`src/rtl/multicycle_pkg.sv`:
```
// Shared types and encodings for the multi-cycle MIPS-subset control unit.
package multicycle_pkg;

  // FSM state encoding, 4 bits wide
  typedef enum logic [3:0] {
    S_RESET   = 4'd0,
    S_FETCH   = 4'd1,
    S_DECODE  = 4'd2,
    S_EXEC    = 4'd3,
    S_RWB     = 4'd4,
    S_ADDI_EX = 4'd5,
    S_ADDI_WB = 4'd6,
    S_MEMADDR = 4'd7,
    S_MEMRD   = 4'd8,
    S_MEMWB   = 4'd9,
    S_MEMWR   = 4'd10,
    S_BRANCH  = 4'd11,
    S_JUMP    = 4'd12,
    S_HALT    = 4'd13
  } state_t;

  // Opcode field values (IR[31:26])
  localparam logic [5:0] OP_RTYPE = 6'b000000;
  localparam logic [5:0] OP_ADDI  = 6'b001000;
  localparam logic [5:0] OP_LW    = 6'b100011;
  localparam logic [5:0] OP_SW    = 6'b101011;
  localparam logic [5:0] OP_BEQ   = 6'b000100;
  localparam logic [5:0] OP_J     = 6'b000010;
  localparam logic [5:0] OP_HALT  = 6'b111111;

  // ALU operation select
  localparam logic [1:0] ALUOP_ADD   = 2'b00;
  localparam logic [1:0] ALUOP_SUB   = 2'b01;
  localparam logic [1:0] ALUOP_FUNCT = 2'b10;

  // ALU B operand select
  localparam logic [1:0] SRCB_B         = 2'b00;
  localparam logic [1:0] SRCB_FOUR      = 2'b01;
  localparam logic [1:0] SRCB_IMM       = 2'b10;
  localparam logic [1:0] SRCB_IMM_SHIFT = 2'b11;

  // PC source select
  localparam logic [1:0] PCSRC_ALU    = 2'b00;
  localparam logic [1:0] PCSRC_ALUOUT = 2'b01;
  localparam logic [1:0] PCSRC_JUMP   = 2'b10;

  // Moore control word; 'fetch' marks FETCH so IRWrite/PCWrite can be gated by memory done
  typedef struct packed {
    logic       pcwrite;
    logic       pcwritecond;
    logic       iord;
    logic       memread;
    logic       memwrite;
    logic       memtoreg;
    logic       fetch;
    logic [1:0] pcsource;
    logic [1:0] aluop;
    logic       alusrca;
    logic [1:0] alusrcb;
    logic       regwrite;
    logic       regdst;
    logic       halted;
  } ctrl_t;

  // Control word produced while the FSM sits in a given state
  function automatic ctrl_t state_ctrl(input state_t s);
    ctrl_t c;
    c          = '0;
    c.aluop    = ALUOP_ADD;
    c.alusrcb  = SRCB_B;
    c.pcsource = PCSRC_ALU;
    case (s)
      S_FETCH: begin
        c.memread = 1'b1;
        c.fetch   = 1'b1;
        c.alusrcb = SRCB_FOUR;
      end
      S_DECODE:  c.alusrcb = SRCB_IMM_SHIFT;
      S_EXEC: begin
        c.alusrca = 1'b1;
        c.aluop   = ALUOP_FUNCT;
      end
      S_RWB: begin
        c.regdst   = 1'b1;
        c.regwrite = 1'b1;
      end
      S_ADDI_EX, S_MEMADDR: begin
        c.alusrca = 1'b1;
        c.alusrcb = SRCB_IMM;
      end
      S_ADDI_WB: c.regwrite = 1'b1;
      S_MEMRD: begin
        c.iord    = 1'b1;
        c.memread = 1'b1;
      end
      S_MEMWB: begin
        c.memtoreg = 1'b1;
        c.regwrite = 1'b1;
      end
      S_MEMWR: begin
        c.iord     = 1'b1;
        c.memwrite = 1'b1;
      end
      S_BRANCH: begin
        c.alusrca     = 1'b1;
        c.aluop       = ALUOP_SUB;
        c.pcwritecond = 1'b1;
        c.pcsource    = PCSRC_ALUOUT;
      end
      S_JUMP: begin
        c.pcwrite  = 1'b1;
        c.pcsource = PCSRC_JUMP;
      end
      S_HALT:  c.halted = 1'b1;
      default: c = '0;
    endcase
    return c;
  endfunction

  // States that perform a memory access and wait for completion
  function automatic logic is_mem_state(input state_t s);
    return (s == S_FETCH) || (s == S_MEMRD) || (s == S_MEMWR);
  endfunction

endpackage

```
`src/rtl/mem_wait_timer.sv`:
```
// Memory-access completion logic: fixed latency countdown or ready handshake.
module mem_wait_timer #(
  parameter int MEM_MODE = 0,
  parameter int MEM_LAT  = 1
) (
  input  logic clk,
  input  logic rst,
  input  logic start,
  input  logic active,
  input  logic ready,
  output logic done
);

  localparam logic [3:0] LOAD = 4'(MEM_LAT - 1);

  logic [3:0] count;

  // Load on entry to a memory state, then count down while the access is in progress
  always_ff @(posedge clk or negedge rst) begin
    if (!rst) begin
      count <= '0;
    end else if (start) begin
      count <= LOAD;
    end else if (active && (count != 4'd0)) begin
      count <= count - 4'd1;
    end
  end

  assign done = active && ((MEM_MODE == 0) ? (count == 4'd0) : ready);

endmodule

```
`src/rtl/multicycle_control.sv`:
```
// Multi-cycle Moore control FSM for the MIPS-subset shared-memory datapath.
module multicycle_control
  import multicycle_pkg::*;
#(
  parameter int OPCODE_W = 6,
  parameter int MEM_MODE = 0,
  parameter int MEM_LAT  = 1,
  parameter int CNT_W    = 16
) (
  input  logic                clk,
  input  logic                rst,
  input  logic [OPCODE_W-1:0] opcode,
  input  logic                mem_ready,
  output logic                PCWrite,
  output logic                PCWriteCond,
  output logic                IorD,
  output logic                MemRead,
  output logic                MemWrite,
  output logic                MemtoReg,
  output logic                IRWrite,
  output logic [1:0]          PCSource,
  output logic [1:0]          ALUOp,
  output logic                ALUSrcA,
  output logic [1:0]          ALUSrcB,
  output logic                RegWrite,
  output logic                RegDst,
  output logic                illegal_op,
  output logic                halted,
  output logic [CNT_W-1:0]    retired
);

  state_t state_q;
  state_t state_next;
  ctrl_t  ctrl_q;
  logic   mem_done;
  logic   mem_start;
  logic   retire;
  logic   op_known;

  mem_wait_timer #(
    .MEM_MODE (MEM_MODE),
    .MEM_LAT  (MEM_LAT)
  ) u_timer (
    .clk    (clk),
    .rst    (rst),
    .start  (mem_start),
    .active (is_mem_state(state_q)),
    .ready  (mem_ready),
    .done   (mem_done)
  );

  // Recognised opcodes; anything else is flagged in DECODE and dropped
  assign op_known = (opcode == OPCODE_W'(OP_RTYPE)) || (opcode == OPCODE_W'(OP_ADDI)) ||
                    (opcode == OPCODE_W'(OP_LW))    || (opcode == OPCODE_W'(OP_SW))   ||
                    (opcode == OPCODE_W'(OP_BEQ))   || (opcode == OPCODE_W'(OP_J))    ||
                    (opcode == OPCODE_W'(OP_HALT));

  // Next-state selection; memory states hold until the timer reports done
  always_comb begin
    state_next = state_q;
    case (state_q)
      S_RESET:   state_next = S_FETCH;
      S_FETCH:   if (mem_done) state_next = S_DECODE;
      S_DECODE: begin
        if (opcode == OPCODE_W'(OP_RTYPE))     state_next = S_EXEC;
        else if (opcode == OPCODE_W'(OP_ADDI)) state_next = S_ADDI_EX;
        else if ((opcode == OPCODE_W'(OP_LW)) || (opcode == OPCODE_W'(OP_SW)))
                                               state_next = S_MEMADDR;
        else if (opcode == OPCODE_W'(OP_BEQ))  state_next = S_BRANCH;
        else if (opcode == OPCODE_W'(OP_J))    state_next = S_JUMP;
        else if (opcode == OPCODE_W'(OP_HALT)) state_next = S_HALT;
        else                                   state_next = S_FETCH;
      end
      S_EXEC:    state_next = S_RWB;
      S_RWB:     state_next = S_FETCH;
      S_ADDI_EX: state_next = S_ADDI_WB;
      S_ADDI_WB: state_next = S_FETCH;
      S_MEMADDR: state_next = (opcode == OPCODE_W'(OP_LW)) ? S_MEMRD : S_MEMWR;
      S_MEMRD:   if (mem_done) state_next = S_MEMWB;
      S_MEMWB:   state_next = S_FETCH;
      S_MEMWR:   if (mem_done) state_next = S_FETCH;
      S_BRANCH:  state_next = S_FETCH;
      S_JUMP:    state_next = S_FETCH;
      S_HALT:    state_next = S_HALT;
      default:   state_next = S_RESET;
    endcase
  end

  // Fresh memory access starts whenever the FSM moves into a memory state
  assign mem_start = is_mem_state(state_next) && (state_next != state_q);

  // Instruction completes on the last cycle of its final state
  assign retire = (state_q == S_RWB) || (state_q == S_ADDI_WB) || (state_q == S_MEMWB) ||
                  (state_q == S_BRANCH) || (state_q == S_JUMP) ||
                  ((state_q == S_MEMWR) && mem_done);

  // State, registered control word and retired-instruction counter
  always_ff @(posedge clk or negedge rst) begin
    if (!rst) begin
      state_q <= S_RESET;
      ctrl_q  <= '0;
      retired <= '0;
    end else begin
      state_q <= state_next;
      ctrl_q  <= state_ctrl(state_next);
      if (retire) retired <= retired + CNT_W'(1);
    end
  end

  assign PCWrite     = ctrl_q.pcwrite | (ctrl_q.fetch & mem_done);
  assign PCWriteCond = ctrl_q.pcwritecond;
  assign IorD        = ctrl_q.iord;
  assign MemRead     = ctrl_q.memread;
  assign MemWrite    = ctrl_q.memwrite;
  assign MemtoReg    = ctrl_q.memtoreg;
  assign IRWrite     = ctrl_q.fetch & mem_done;
  assign PCSource    = ctrl_q.pcsource;
  assign ALUOp       = ctrl_q.aluop;
  assign ALUSrcA     = ctrl_q.alusrca;
  assign ALUSrcB     = ctrl_q.alusrcb;
  assign RegWrite    = ctrl_q.regwrite;
  assign RegDst      = ctrl_q.regdst;
  assign halted      = ctrl_q.halted;
  assign illegal_op  = (state_q == S_DECODE) && !op_known;

endmodule
```
`config.mk`:
```
export PLATFORM = sky130hd
export DESIGN_NAME = multicycle_control
export DESIGN_NICKNAME = d
export VERILOG_FILES = /design/src/rtl/multicycle_pkg.sv /design/src/rtl/mem_wait_timer.sv /design/src/rtl/multicycle_control.sv
export SDC_FILE = /design/constraint.sdc
export NUM_CORES = 1
export LEC_CHECK = 0
export BUFFER_PORTS_ARGS = -buffer_cell sky130_fd_sc_hd__buf_2
export CORE_ASPECT_RATIO = 0.5
export CORE_MARGIN = 4
export CORE_UTILIZATION = 54
export CTS_CLUSTER_SIZE = 8
export DETAILED_ROUTE_END_ITERATION = 6
export GPL_TIMING_DRIVEN = 0
export PLACE_DENSITY = 0.79
export RECOVER_POWER = 50
export SLEW_MARGIN = 20
export SYNTH_ARGS = -nofsm -noshare
export SYNTH_HDL_FRONTEND = slang
export SYNTH_SLANG_ARGS = --single-unit
```
`constraint.sdc`:
```
create_clock -name clk -period 2.3 [get_ports clk]
set_input_delay 0.23 -clock clk [delete_from_list [all_inputs] [get_ports clk]]
set_output_delay 0.23 -clock clk [all_outputs]
set_load 0.1 [all_outputs]
```
Word level (Yosys, flattened, before mapping)
Index checks and enable logic that the tools add are counted.
{"block": "totals", "regBits": 41}
{"block": "op_classes", "addsub": 2, "bitwise_logic": 2, "n_eq_ne": 33, "reduce_logical": 33, "muxes": 27}
{"operator": "$eq 4x4->1 const B", "count": 12}
{"operator": "$mux 4", "count": 11}
{"operator": "$pmux 4 s9", "count": 1}
{"operator": "$eq 4x3->1 const B", "count": 8}
{"operator": "$eq 6x6->1 const B", "count": 3}
{"operator": "$add 16x1->16 const B", "count": 1}
{"operator": "$eq 4x2->1 const B", "count": 4}
{"operator": "$logic_or 1x1->1", "count": 16}
{"operator": "$mux 1", "count": 11}
{"operator": "$eq 4x1->1 const B", "count": 2}
{"operator": "$logic_not 4->1", "count": 2}
{"operator": "$pmux 2 s2", "count": 2}
{"operator": "$eq 6x2->1 const B", "count": 1}
{"operator": "$eq 6x3->1 const B", "count": 1}
{"operator": "$eq 6x4->1 const B", "count": 1}
{"operator": "$logic_not 6->1", "count": 1}
{"operator": "$pmux 2 s3", "count": 1}
{"operator": "$reduce_or 2->1", "count": 3}
{"operator": "$reduce_or 6->1", "count": 1}
{"operator": "$logic_and 1x1->1", "count": 5}
{"operator": "$ne 4x4->1", "count": 1}
{"operator": "$reduce_bool 4->1", "count": 1}
{"operator": "$reduce_or 4->1", "count": 1}
{"operator": "$sub 4x1->4 const B", "count": 1}
{"operator": "other kinds (6)", "count": 6}

Longest topological paths before layout
Gate-level depths: netlist of the first run.
{"block": "depth", "depth_word": 13, "mapped_depth": 8, "depth_no_buf": 8}

By module
Synthesis of the first run repeated with hierarchy kept, for this count alone.
{"block": "hier_totals", "cells_unflattened": 204, "area_unflattened_um2": 2060.7}
{"module": "multicycle_control", "n_inst": 1, "seq_area_each_um2": 875.8, "area_each_um2": 1808.0, "cells_each": 179}
{"module": "mem_wait_timer", "n_inst": 1, "seq_area_each_um2": 100.1, "area_each_um2": 252.7, "cells_each": 25}

Worst setup path before layout of the first run
OpenSTA, ideal clock, no wires.
{"block": "synth_path", "kind": "reg2out", "start": "register u_timer.count[0]", "end": "output PCWrite", "path_stages_with_launch": 6, "arrival_time_ns": 4.807, "slack_ns": -2.737, "t_required_ns": 2.070, "path_buffers": 0, "path_cell_list": "dfrtp_1 inv_1 ha_1 nor3b_2 nor4bb_1 or2_2"}
{"block": "synth_via", "elab_chain_cells": 4}
{"element": "start: declaration", "line": "mem_wait_timer.sv:16", "rtl": "logic [3:0] count;"}
{"element": "start signal: assignment", "line": "mem_wait_timer.sv:25", "rtl": "count <= count - 4'd1;"}
{"element": "$logic_not 4->1", "line": "mem_wait_timer.sv:29", "rtl": "assign done = active && ((MEM_MODE == 0) ? (count == 4'd0) : ready);"}
{"element": "$logic_and 1x1->1", "line": "mem_wait_timer.sv:29"}
{"element": "$and 1x1->1"}
{"element": "named net IRWrite", "line": "multicycle_control.sv:20", "rtl": "output logic IRWrite,"}
{"element": "$or 1x1->1", "line": "multicycle_control.sv:110", "rtl": "assign PCWrite = ctrl_q.pcwrite | (ctrl_q.fetch & mem_done);"}
{"element": "end: declaration", "line": "multicycle_control.sv:14", "rtl": "output logic PCWrite,"}
The timed path passes the listed nets, and every way through them passes these cells.

Worst setup path after layout of the first run
{"block": "layout_path", "start": "register u_timer.count[0]", "end": "register u_timer.count[1]"}
{"block": "layout_via", "elab_chain_cells": 9}
{"element": "$logic_not 4->1 *", "line": "mem_wait_timer.sv:29"}
{"element": "$logic_and 1x1->1 *", "line": "mem_wait_timer.sv:29"}
{"element": "$mux 4 (on tied branches)", "line": "multicycle_control.sv:81, multicycle_control.sv:63, multicycle_control.sv:79"}
{"element": "$pmux 4 s9 *", "line": "multicycle_control.sv:61", "rtl": "case (state_q)"}
{"element": "named net state_next[0]", "line": "multicycle_control.sv:33", "rtl": "state_t state_next;"}
{"element": "$eq 4x1->1 / $eq 4x4->1 (equally long branches)", "line": "multicycle_pkg.sv:122", "rtl": "return (s == S_FETCH) || (s == S_MEMRD) || (s == S_MEMWR);"}
{"element": "$logic_or 1x1->1 (2 in series)", "line": "multicycle_pkg.sv:122"}
{"element": "$logic_and 1x1->1 *", "line": "multicycle_control.sv:90", "rtl": "assign mem_start = is_mem_state(state_next) && (state_next != state_q);"}
{"element": "$mux 4 / $reduce_bool 2->1 (equally long branches)"}
Mark *: on every way through the listed nets, which the timed path passes. The rest lies on a longest branch. The select of a mux whose other input is x is not followed.
A chain may end at the register's enable or synchronous reset.

==> implementation parameters, run 1 <==
Parameter                              Value

STA
  Max Transition Viols Final ... 0
  WHS ... 0.0307 ns
  Actual transition at the worst max-transition pin ... 1.18 ns
  Shortest clock period the worst path allows after layout ... 2.25 ns
  Maximum clock frequency ... 445 MHz
  Worst clock skew on the final layout ... 0.00694 ns
  Setup violators final ... 0
  Endpoints failing hold ... 0
  Final-layout setup total negative slack ... 0 ns
  Max_slew headroom ... 22.0%
  Ratio of final minimum period to clock period ... 97.7%
  Smallest setup slack after layout ... 0.0530 ns

Global route
  Number of antenna violations at the first check in global routing ... 0
  Vias in the first global route ... 1,618
  Busiest grt layer ... met2
  Met1 track demand over resource ... 24.6%
  Maximum number of pins on one net before global-route repair ... 40
  Met2 Resource Use GR ... 34.1%
  Met3 track utilization from global routing ... 6.36%
  Wire length of the first global-routing pass ... 7420 µm
  GRT Total Usage ... 19.9%
  Grt total ovfl ... 0

Logic synthesis
  Number of synthesized flops with an enable pin ... 0
  Post-synthesis sequential area ratio ... 47.1%
  Avg Inst Size Synth ... 10.2 µm²
  Most frequently used flop master after synthesis ... dfrtp_1
  Library cell occupying the most area in the post-synthesis netlist ... dfrtp_1
  Area contributors post-synth ... dfrtp_1 (47%), xnor2_1 (5.1%), nor2_1 (4.2%)
  Number of synthesis warnings ... 0
  Post-synthesis cell type count ... 53
  Number of nets in the synthesized netlist ... 216
  Post-synthesis sequential element count ... 39
  Mapped cell area ... 2070 µm²
  Cell count after synthesis ... 204
  Share of the synthesized area in the top cell type ... 47.1%
  Proportion of synthesized flip-flops having asynchronous set or reset ... 100%

Place
  Placed cell area ... 2370 µm²
  Place WS ... -0.109 ns
  Sum of net half-perimeters after detailed placement ... 3100 µm
  Dpl cells ... 296
  Routability Congestion ... 0.894
  Number of input and output port buffers inserted ... 41

Setup path
  Reg2Reg Launch Point ... u_timer.count[0]
  CP max-delay cell ... dfrtp_1
  Worst R2R End ... u_timer.count[1]
  Worst R2R Setup Slack ... 0.05 ns
  Delay contributed by the slowest stage of the critical path ... 0.41 ns
  CP endpoint ... u_timer.count[1]
  Critical path arrival ... 2.42 ns
  Highest fanout seen on the critical path ... 7
  Crit-path cells ... inv_2 -> ha_4 -> nor3b_4 -> buf_6 -> o32a_4 -> nor3_4 -> nand3_2 -> a211oi_4 -> nor2b_1
  Endpoint kind of the worst setup timing path ... register
  Instance count on the critical path ... 9
  Data required time of the critical path ... 2.48 ns
  Worst reg-to-reg path cell count ... 9
  Crit path launch ... u_timer.count[0]
  Critical path buffer and inverter count ... 2
  Family with the most delay on the worst path ... simple AND/OR/NAND/NOR gates
  CP Launch Type ... register
  Worst Setup Path Type ... register to register

Route
  Number of nets with antenna violations after routing ... 0
  Via-per-instance ratio ... 5.37
  Residual DRC count ... 0
  DRT iter0 DRCs ... 73
  Number of vias after detailed routing ... 1,655
  Iteration count of the initial detailed-routing pass ... 4
  Post-DR wirelength/cell ... 14.7 µm
  Wirelength, routed ... 4530 µm

Layout
  Ratio of cells with drive above 1 in the final layout ... 32.3%
  Area growth from synthesis to layout ... 25.0%
  Nets ... 268
  Final design instance area without fill ... 2590 µm²
  Final std cells w/o fill ... 308
  Most frequent standard cell in the layout excluding fill and tap cells ... dfrtp_1
  Final design utilization ... 72.7%
  Fill cell total of the finished layout ... 270
  Most frequent cells in the layout ... dfrtp_1 (37), buf_2 (25), nand2_1 (22), nor2_1 (21), clkbuf_1 (15)
  Number of diodes added for antenna fixing ... 0

Die
  CORE AREA ... 3570 µm²
  Die H ... 51.8 µm
  Std-Cell Rows ... 15
  IO Pins ... 43
  Starting density of the core ... 58.1%
  Die Area ... 4950 µm²
  Die width ... 95.6 µm

Clock tree
  Hold buffer count at CTS ... 0
  Number of buffers inserted during clock tree synthesis ... 5
  Clk sink count ... 39
  Count of H-tree levels built during CTS ... 2
  TritonCTS clock tree ... built
  Clock Root Buffer ... clkbuf_8
  Clock tree buffer depth ... 2
  Clock slew seen by the registers of the worst setup and hold paths ... 0.08 ns
  Skew-Pair Late Insertion Delay ... 0.29 ns

Power
  Reg power frac ... 25.9%
  Peak supply drop ... 693 µV
  Internal cell power ... 1.89 mW
  Logic gate share of total power ... 59.2%
  Switching power ... 1.95 mW
  Leakage power ... 1.22 nW
  Power Dens Cells ... 1480 nW/µm²
  Total Power Consumption ... 3.84 mW
  Switching power share of the total ... 50.9%
  Share of power burned in the clock network ... 14.9%

Outcome
  Run status ... finished clean

Job
  Maximum capacitance violations ... 0

Min path
  Hold crit path type ... input pin to asynchronous set/reset pin
==> cell families (layout without fill, tap and decap cells) <==
family | count (synthesis) | in the layout | share of synthesized area [%]
and+or+nand+nor | 94 | 94 | 25.4
buffers and inverters | 19 | 72 | 4.71
muxes | 2 | 2 | 1.03
DFF | 39 | 39 | 47.1
xor gates and xnor gates | 20 | 20 | 8.45
AOI/OAI and AO/OA | 27 | 27 | 11.5
adders and majority gates | 3 | 3 | 1.81
==> flip-flops by register name (all words and copies together), names as in the netlist, 2 cells and up <==
| name | flops |
|---|---|
| retired | 16 |
| state_q | 4 |
| ctrl_q | 2 |
| u_timer.count | 4 |
| ALUSrcB | 2 |
==> how the worst min path moves through the flow <==
stage	startpoint	end	slack, ns
after floorplan	rst	ALUOp[1]	-0.07
after global placement	rst	PCWriteCond	0.37
after detailed placement	rst	ALUOp[1]	0.38
after CTS	rst	state_q[0]	0.06
after global routing	rst	state_q[3]	0.11
final	rst	u_timer.count[1]	0.03
==> layer usage <==
| layer | vias up | share of wire (%) | wire, µm |
|---|---|---|---|
| li1 | 805 | - | - |
| met1 | 799 | 46 | 2100 |
| met2 | 46 | 48 | 2160 |
| met3 | 5 | 5.0 | 225 |
| met4 | 0 | 0.84 | 38 |
| met5 | - | 0 | 0 |
==> area by class of cell <==
type | instances | area, µm² | share of cell area (%)
Timing Repair Buffer | 46 | 243 | 9.37
Inverter | 8 | 30.0 | 1.16
Buffer | 10 | 67.6 | 2.61
Sequential cell | 39 | 978 | 37.8
Multi-Input combinational cell | 146 | 1100 | 42.3
Tap cell | 51 | 63.8 | 2.46
Clock buffer | 5 | 68.8 | 2.66
Clock inverter | 3 | 43.8 | 1.69
==> power by group through the flow <==
stage                     Combinational [mW]  Sequential, mW  Clock (mW)
after floorplan                         1.18            1.49           0
after global placement                  2.00           0.968           0
after detailed placement                2.04           0.973           0
after CTS                               2.14           0.968       0.586
after global routing                    2.42            1.02       0.623
final                                   2.27           0.993       0.572
==> synthesized netlist by cell type (2+ instances only) <==
| master | instances |
|---|---|
| nor2_1 | 23 |
| or2_2 | 4 |
| nand3_1 | 7 |
| and3_1 | 5 |
| xor2_1 | 8 |
| or3_1 | 2 |
| nor4_1 | 2 |
| ha_1 | 3 |
| buf_4 | 6 |
| o21ai_0 | 3 |
| a31oi_1 | 2 |
| inv_1 | 6 |
| nand4_1 | 3 |
| nor2b_1 | 2 |
| buf_2 | 3 |
| a21o_1 | 2 |
| nor3b_1 | 2 |
| nor3_1 | 6 |
| xnor2_1 | 12 |
| a21oi_1 | 4 |
| a211oi_2 | 2 |
| nand2_1 | 22 |
| clkbuf_1 | 2 |
| a211oi_1 | 3 |
| nor4bb_1 | 2 |
| o21ai_1 | 2 |
| and4_1 | 2 |
| dfrtp_1 | 39 |
==> repair_timing <==
item / CTS / global route
pin swaps: 1 / 3
gates resized for setup: 7 / 17
setup endpoints to repair: 17 / 18
buffers inserted: 3 / 2
Power figures use the tool's default switching activity.
==> run 2, diff against run 1 <==
ABC_AREA = 1   (was not set)
ABC_CLOCK_PERIOD_IN_PS = 2300   (was not set)
CORE_UTILIZATION = 55   (was 54)
CTS_CLUSTER_SIZE = not set   (was 8)
==> run 2 against run 1 <==
The run now ends with capacitance limit, slew limit left. Flip-flop and latch count unchanged. Combinational power is 22% lower. First-iteration DRC count up 21%. Cell count increased by 24%. Clock-buffer cell count rose by 3. Power down 17%. Maximum frequency rose by 4.2%. Critical path depth shrank 3. Register-to-register slack improved by 0.28 ns. Worst setup slack improved by 0.090 ns. Sequential power decreased by 7.5%. Non-clock buffer count decreased by 8. Largest cell class unchanged.
==> implementation parameters, run 2 <==
Parameter                              Value

Clock tree
  Clock tree buffer depth ... 2 (unchanged)
  Clock Root Buffer ... clkbuf_8
  Clock slew seen by the registers of the worst setup and hold paths ... 0.07 ns (about the same)
  Count of H-tree levels built during CTS ... 2 (unchanged)
  Clk sink count ... 39 (unchanged)
  TritonCTS clock tree ... built
  Hold buffer count at CTS ... 0 (unchanged)
  Skew-Pair Late Insertion Delay ... 0.29 ns (about the same)
  Number of buffers inserted during clock tree synthesis ... 5 (unchanged)

Layout
  Nets ... 343 (+28%)
  Largest registers in the final layout ... retired: 16 flops, state_q: 4 flops, u_timer.count: 4 flops
  Final design instance area without fill ... 2590 µm² (-0.19%)
  Most frequent cells in the layout ... nand2_1 (66), nor2_1 (40), dfrtp_1 (39), inv_1 (33), buf_2 (23)
  Seq. cell area ... 976 µm² (-0.26%)
  Ratio of cells with drive above 1 in the final layout ... 21.1% (-11 points)
  Number of diodes added for antenna fixing ... 0 (unchanged)
  Final design utilization ... 70.7% (-2.0 points)
  Fill cell total of the finished layout ... 310 (+15%)
  Largest Register ... retired
  Most frequent standard cell in the layout excluding fill and tap cells ... nand2_1
  Number of flip-flops under the largest register name ... 16 (unchanged)
  Area growth from synthesis to layout ... 16.5%
  Area taken by multi-input logic gates ... 1060 µm² (-3.2%)

Global route
  Number of antenna violations at the first check in global routing ... 0 (unchanged)
  Wire length of the first global-routing pass ... 8590 µm (+16%)
  GRT Total Usage ... 21.2% (+1.3 points)
  Maximum number of pins on one net before global-route repair ... 40 (unchanged)
  Busiest grt layer ... met2
  Met1 track demand over resource ... 24.3% (-0.29 points)
  Grt total ovfl ... 0 (unchanged)
  Vias in the first global route ... 1,980 (+22%)
  Met2 Resource Use GR ... 39.3% (+5.2 points)
  Met3 track utilization from global routing ... 4.74% (-1.6 points)

Route
  Number of vias after detailed routing ... 1,993 (+20%)
  Post-DR wirelength/cell ... 12.7 µm (-14%)
  DRT iter0 DRCs ... 88 (+21%)
  Wirelength, routed ... 4870 µm (+7.5%)
  Residual DRC count ... 0 (unchanged)
  Via-per-instance ratio ... 5.20 (-3.2%)
  Iteration count of the initial detailed-routing pass ... 4 (unchanged)
  Number of nets with antenna violations after routing ... 0 (unchanged)

Place
  Routability Congestion ... 0.860 (-3.8%)
  Sum of net half-perimeters after detailed placement ... 3800 µm (+22%)
  Placed cell area ... 2500 µm² (+5.3%)
  Number of input and output port buffers inserted ... 41 (unchanged)

Setup path
  Endpoint kind of the worst setup timing path ... primary output
  Critical path arrival ... 1.93 ns (-0.49 ns)
  Highest fanout seen on the critical path ... 7 (unchanged)
  Worst Setup Path Type ... register to primary output
  Data required time of the critical path ... 2.07 ns (-0.41 ns)
  CP Launch Type ... register

Min path
  Hold crit path type ... input pin to register

Die
  Std-Cell Rows ... 15 (unchanged)
  Starting density of the core ... 60.6% (+2.5 points)
  Die H ... 52.9 µm (+2.1%)
  CORE AREA ... 3660 µm² (+2.6%)
  Die Area ... 5180 µm² (+4.5%)
  IO Pins ... 43 (unchanged)
  Die width ... 97.8 µm (+2.3%)

Logic synthesis
  Number of synthesized flops with an enable pin ... 0 (unchanged)
  Most frequently used flop master after synthesis ... dfrtp_1
  Cell count after synthesis ... 283 (+39%)
  Area contributors post-synth ... dfrtp_1 (44%), nand2_1 (11%), nor2_1 (7.1%)
  Library cell occupying the most area in the post-synthesis netlist ... dfrtp_1
  Number of synthesis warnings ... 0 (unchanged)
  Post-synthesis sequential element count ... 39 (unchanged)
  Number of nets in the synthesized netlist ... 295 (+37%)
  Avg Inst Size Synth ... 7.84 µm² (-23%)
  Post-synthesis sequential area ratio ... 44.0% (-3.1 points)
  Proportion of synthesized flip-flops having asynchronous set or reset ... 100% (unchanged)
  Post-synthesis cell type count ... 27 (-49%)
  Most frequent cell after synthesis ... nand2_1
  Synth top cells by count ... nand2_1 (66), nor2_1 (42), dfrtp_1 (39)
  Mapped cell area ... 2220 µm² (+7.1%)
  Share of the synthesized area in the top cell type ... 44.0% (-3.1 points)

STA
  Final-layout setup total negative slack ... 0 ns (unchanged)
  Maximum clock frequency ... 464 MHz (+4.2%)
  Max_slew headroom ... -32.2% (-54 points)
  Setup violators final ... 0 (unchanged)
  Ratio of final minimum period to clock period ... 93.8% (-3.9 points)
  WHS ... 0.441 ns (+0.411 ns)
  RSZ-0062 raised after global routing ... no
  Shortest clock period the worst path allows after layout ... 2.16 ns (-0.0900 ns)
  Max Transition Viols Final ... 40 (+40)
  Actual transition at the worst max-transition pin ... 1.98 ns (+0.807 ns)
  Endpoints failing hold ... 0 (unchanged)
  Worst clock skew on the final layout ... 0.00813 ns (+0.00119 ns)

Power
  Internal cell power ... 1.42 mW (-25%)
  Share of power burned in the clock network ... 15.9% (+1.0 points)
  Switching power ... 1.77 mW (-9.3%)
  Switching power share of the total ... 55.5% (+4.6 points)
  Peak supply drop ... 752 µV (+8.5%)
  Reg power frac ... 28.8% (+2.9 points)
  Leakage power ... 1.40 nW (+14%)
  Logic gate share of total power ... 55.3% (-3.9 points)
  Power Dens Cells ... 1230 nW/µm² (-17%)

Outcome
  Run status ... complete, but fails checks
  Failing checks ... capacitance limit, slew limit

Job
  Maximum capacitance violations ... 1 (+1)
[run 2: cell types whose count changed in the layout (fill, tap and decap cells not counted), moves of 3 or more]
cell / delta
nand2_1: +44
inv_1: +29
nor2_1: +19
nand3_1: +12
nand2_2: +9
xnor2_1: -9
buf_4: -6
xor2_1: +6
and3_1: -5
o21ai_0: +5
nor2_4: +4
a211oi_1: -3
clkbuf_1: +3
nor2_2: +3
[run 2: timing repair]
item,4_1_cts,5_1_grt
buffers inserted,0,0
setup endpoints to repair,0,2
gates resized for setup,0,4
[run 2: metal layers]
| layer | vias to the layer above | wire length, µm |
|---|---|---|
| met4 | 0 | 110 |
| met5 | - | 0 |
| li1 | 975 | - |
| met2 | 69 | 2400 |
| met3 | 18 | 274 |
| met1 | 931 | 2090 |
[run 2: metrics by stage]
step / setup slack, ns / total power [mW] / instances
global route: 0.0147 / 3.37 / 383
CTS: 0.0343 / 3.20 / 383
floorplan: 0.0981 / 2.37 / 283
global placement: 0.433 / 2.65 / 375
finish: 0.143 / 3.19 / 383
detailed placement: 0.384 / 2.69 / 375
[run 2: worst paths after layout]
kind | cells past startpoint | from | end | slack [ns]
min in group asynchronous | 1 | rst | retired[3] | 0.49
hold reg to reg | 1 | retired[7] | retired[7] | 0.54
hold / removal | 5 | opcode[4] | state_q[1] | 0.44
max in group asynchronous | 1 | rst | PCSource[1] | 0.67
setup / recovery | 6 | state_q[3] | illegal_op | 0.14
setup reg to reg | 12 | u_timer.count[0] | u_timer.count[2] | 0.33
[run 2: power groups by stage]
stage	Clock [mW]	Sequential (mW)	Combinational (mW)
after floorplan	0	1.41	0.965
after global placement	0	0.928	1.72
after detailed placement	0	0.933	1.76
after CTS	0.510	0.918	1.77
after global routing	0.536	0.937	1.90
final	0.508	0.919	1.76
[run 2: logic make-up after synthesis]
group | count (synthesis) | share of synthesized area, %
DFF | 39 | 44.0
adders and majority gates | 3 | 1.69
buffers and inverters | 45 | 8.68
AOI/OAI and AO/OA | 18 | 4.23
and+or+nand+nor | 160 | 34.0
xor gates and xnor gates | 18 | 7.44
[run 2: final cells by class]
type                    count  share of cell area [%]
well taps                  51                    2.47
inverters                  38                    5.52
clock buffers               8                    3.87
flip-flops and latches     39                    37.7
plain buffers               7                    1.94
multi-input cells         199                    41.0
repair buffers             41                    7.45
[run 2: worst max-delay path, stage by stage (launching register included)]
cell	delay [ns]
dfrtp_1	0.46
nor2_2	0.26
inv_2	0.08
nor2_2	0.18
nand3_1	0.12
nor2_2	0.11
buf_2	0.43
==> run 3, diff against run 2 <==
==> constraint.sdc (replaced) <==
create_clock -name clk -period 2.3 [get_ports clk]
set_input_delay 0.23 -clock clk [delete_from_list [all_inputs] [get_ports clk]]
set_output_delay 0.23 -clock clk [all_outputs]
set_load 0.005 [all_outputs]
==> run 3 against run 2 <==
The flow still finishes with violations (capacitance limit, slew limit). Die area stayed put. Wire length decreased by 2.4%. Non-clock buffer count unchanged. Clock-buffer cell count shrank 2.
==> implementation parameters, run 3 (same netlist as run 2, synthesis figures left out) <==
Parameter                              Value

Global route
  Wire length of the first global-routing pass ... 8140 µm (-5.3%)
  Number of antenna violations at the first check in global routing ... 0 (unchanged)
  Grt total ovfl ... 0 (unchanged)
  Maximum number of pins on one net before global-route repair ... 40 (unchanged)
  Vias in the first global route ... 1,892 (-4.4%)
  GRT Total Usage ... 19.8% (-1.4 points)

Layout
  Most frequent cells in the layout ... nand2_1 (66), nor2_1 (43), dfrtp_1 (39), buf_2 (34), inv_1 (33)
  Number of diodes added for antenna fixing ... 0 (unchanged)
  Area growth from synthesis to layout ... 14.8%
  Fill cell total of the finished layout ... 329 (+6.1%)
  Area taken by multi-input logic gates ... 1050 µm² (-1.2%)
  Largest Register ... retired
  Nets ... 343 (unchanged)
  Ratio of cells with drive above 1 in the final layout ... 22.4% (+1.3 points)
  Final design utilization ... 69.6% (-1.0 points)
  Largest registers in the final layout ... retired: 16 flops, state_q: 4 flops, u_timer.count: 4 flops
  Most frequent standard cell in the layout excluding fill and tap cells ... nand2_1
  Seq. cell area ... 976 µm² (unchanged)
  Final std cells w/o fill ... 381 (-0.52%)
  Final design instance area without fill ... 2550 µm² (-1.5%)
  Number of flip-flops under the largest register name ... 16 (unchanged)

Clock tree
  Count of H-tree levels built during CTS ... 2 (unchanged)
  Number of cells upsized or downsized after cts ... 0 (unchanged)
  Skew-Pair Late Insertion Delay ... 0.28 ns (about the same)
  TritonCTS clock tree ... built
  Clock tree buffer depth ... 2 (unchanged)
  Hold buffer count at CTS ... 0 (unchanged)
  Clk sink count ... 39 (unchanged)
  Clock slew seen by the registers of the worst setup and hold paths ... 0.07 ns (about the same)
  Clock Root Buffer ... clkbuf_8
  Setup Fix Bufs, Post-CTS ... 0 (unchanged)
  Number of buffers inserted during clock tree synthesis ... 5 (unchanged)

Place
  Number of input and output port buffers inserted ... 41 (unchanged)
  Dpl cells ... 375 (unchanged)
  Sum of net half-perimeters after detailed placement ... 3730 µm (-1.8%)
  Place WS ... 0.392 ns (+0.00875 ns)
  Routability Congestion ... 0.869 (+1.0%)
  Placed cell area ... 2490 µm² (-0.40%)

Power
  Peak supply drop ... 454 µV (-40%)
  Leakage power ... 1.41 nW (+1.4%)
  Power Dens Cells ... 910 nW/µm² (-26%)
  Total Power Consumption ... 2.32 mW (-27%)

STA
  Worst clock skew on the final layout ... 0.00725 ns (-0.000883 ns)
  Ratio of final minimum period to clock period ... 88.4% (-5.4 points)
  Actual transition at the worst max-transition pin ... 2.03 ns (+0.0464 ns)
  Max Transition Viols Final ... 40 (unchanged)
  WHS ... 0.442 ns (+0.000685 ns)
  Endpoints failing hold ... 0 (unchanged)
  Max_slew headroom ... -35.3% (-3.1 points)
  Final-layout setup total negative slack ... 0 ns (unchanged)
  Maximum clock frequency ... 492 MHz (+6.1%)
  Setup violators final ... 0 (unchanged)
  Shortest clock period the worst path allows after layout ... 2.03 ns (-0.124 ns)
  Smallest setup slack after layout ... 0.267 ns (+0.124 ns)
  RSZ-0062 raised after global routing ... no

Min path
  HP Start ... opcode[4]
  Hold crit path type ... input pin to register
  Worst Hold Endpoint ... state_q[1]
  Count of cells along the worst hold path ... 5 (unchanged)

Die
  Std-Cell Rows ... 15 (unchanged)
  Die Area ... 5180 µm² (unchanged)
  IO Pins ... 43 (unchanged)
  Die width ... 97.8 µm (unchanged)
  Starting density of the core ... 60.6% (unchanged)
  CORE AREA ... 3660 µm² (unchanged)
  Die H ... 52.9 µm (unchanged)

Setup path
  CP Launch Type ... register
  Highest fanout seen on the critical path ... 7 (unchanged)
  Reg2Reg Launch Point ... u_timer.count[0]
  Data required time of the critical path ... 2.07 ns (about the same)
  Critical path arrival ... 1.80 ns (-0.13 ns)
  Worst Setup Path Type ... register to primary output
  Endpoint kind of the worst setup timing path ... primary output
  Worst R2R End ... u_timer.count[2]
  Worst R2R Setup Slack ... 0.33 ns (about the same)
  Worst reg-to-reg path cell count ... 12 (unchanged)

Route
  Post-DR wirelength/cell ... 12.5 µm (-1.9%)
  Via-per-instance ratio ... 5.07 (-2.6%)
  Number of vias after detailed routing ... 1,932 (-3.1%)
  Iteration count of the initial detailed-routing pass ... 4 (unchanged)
  Wirelength, routed ... 4750 µm (-2.4%)
  Residual DRC count ... 0 (unchanged)
  Number of nets with antenna violations after routing ... 0 (unchanged)
  DRT iter0 DRCs ... 88 (unchanged)

Job
  Maximum capacitance violations ... 1 (unchanged)

Outcome
  Run status ... complete, but fails checks
  Failing checks ... capacitance limit, slew limit
## run 3: changes by cell type in the layout (fill, tap and decap cells not counted)
cell,before,now
buf_6,1,0
clkbuf_8,7,5
buf_2,23,34
nor2_2,5,3
nor2_1,40,43
clkbuf_1,18,9
nor2_4,4,3
clkbuf_4,1,0
## run 3: how the worst max path moves through the flow
stage / startpoint / to / slack, ns / cells after the start
after floorplan: u_timer.count[0] / u_timer.count[2] / 0.70 / 12
after global placement: u_timer.count[0] / u_timer.count[2] / 0.46 / 12
after detailed placement: u_timer.count[0] / u_timer.count[2] / 0.39 / 12
after CTS: u_timer.count[0] / u_timer.count[2] / 0.34 / 12
after global routing: state_q[3] / PCWrite / 0.08 / 7
final: state_q[3] / PCWrite / 0.27 / 7
## run 3: per-layer routing
metal	track usage (%)	up-vias	part of all wire, %
li1	-	974	-
met1	23.2	899	45
met2	36.7	52	49
met3	5.00	7	4.9
met4	5.52	0	1.3
met5	0	-	0
## run 3: worst max-delay path, cell delays in order, from the launching register on
cell and delay, ns:
dfrtp_1 0.45, nor2_1 0.33, nand2_2 0.14, a21oi_2 0.16
inv_1 0.09, nor2_1 0.13, or2_2 0.12, buf_2 0.10
## run 3: power by group
| part | internal [mW] | total (mW) | switching (mW) | leakage [nW] |
|---|---|---|---|---|
| clock network | 0.202 | 0.421 | 0.218 | 0.0371 |
| registers | 0.812 | 0.919 | 0.108 | 0.528 |
| logic | 0.332 | 0.979 | 0.647 | 0.850 |
## run 3: layout make-up
class | count | share of cell area (%)
Buffer | 7 | 1.96
Clock buffer | 6 | 2.85
Inverter | 38 | 5.60
Multi-Input combinational cell | 199 | 41.1
Sequential cell | 39 | 38.3
Tap cell | 51 | 2.50
Timing Repair Buffer | 41 | 7.66
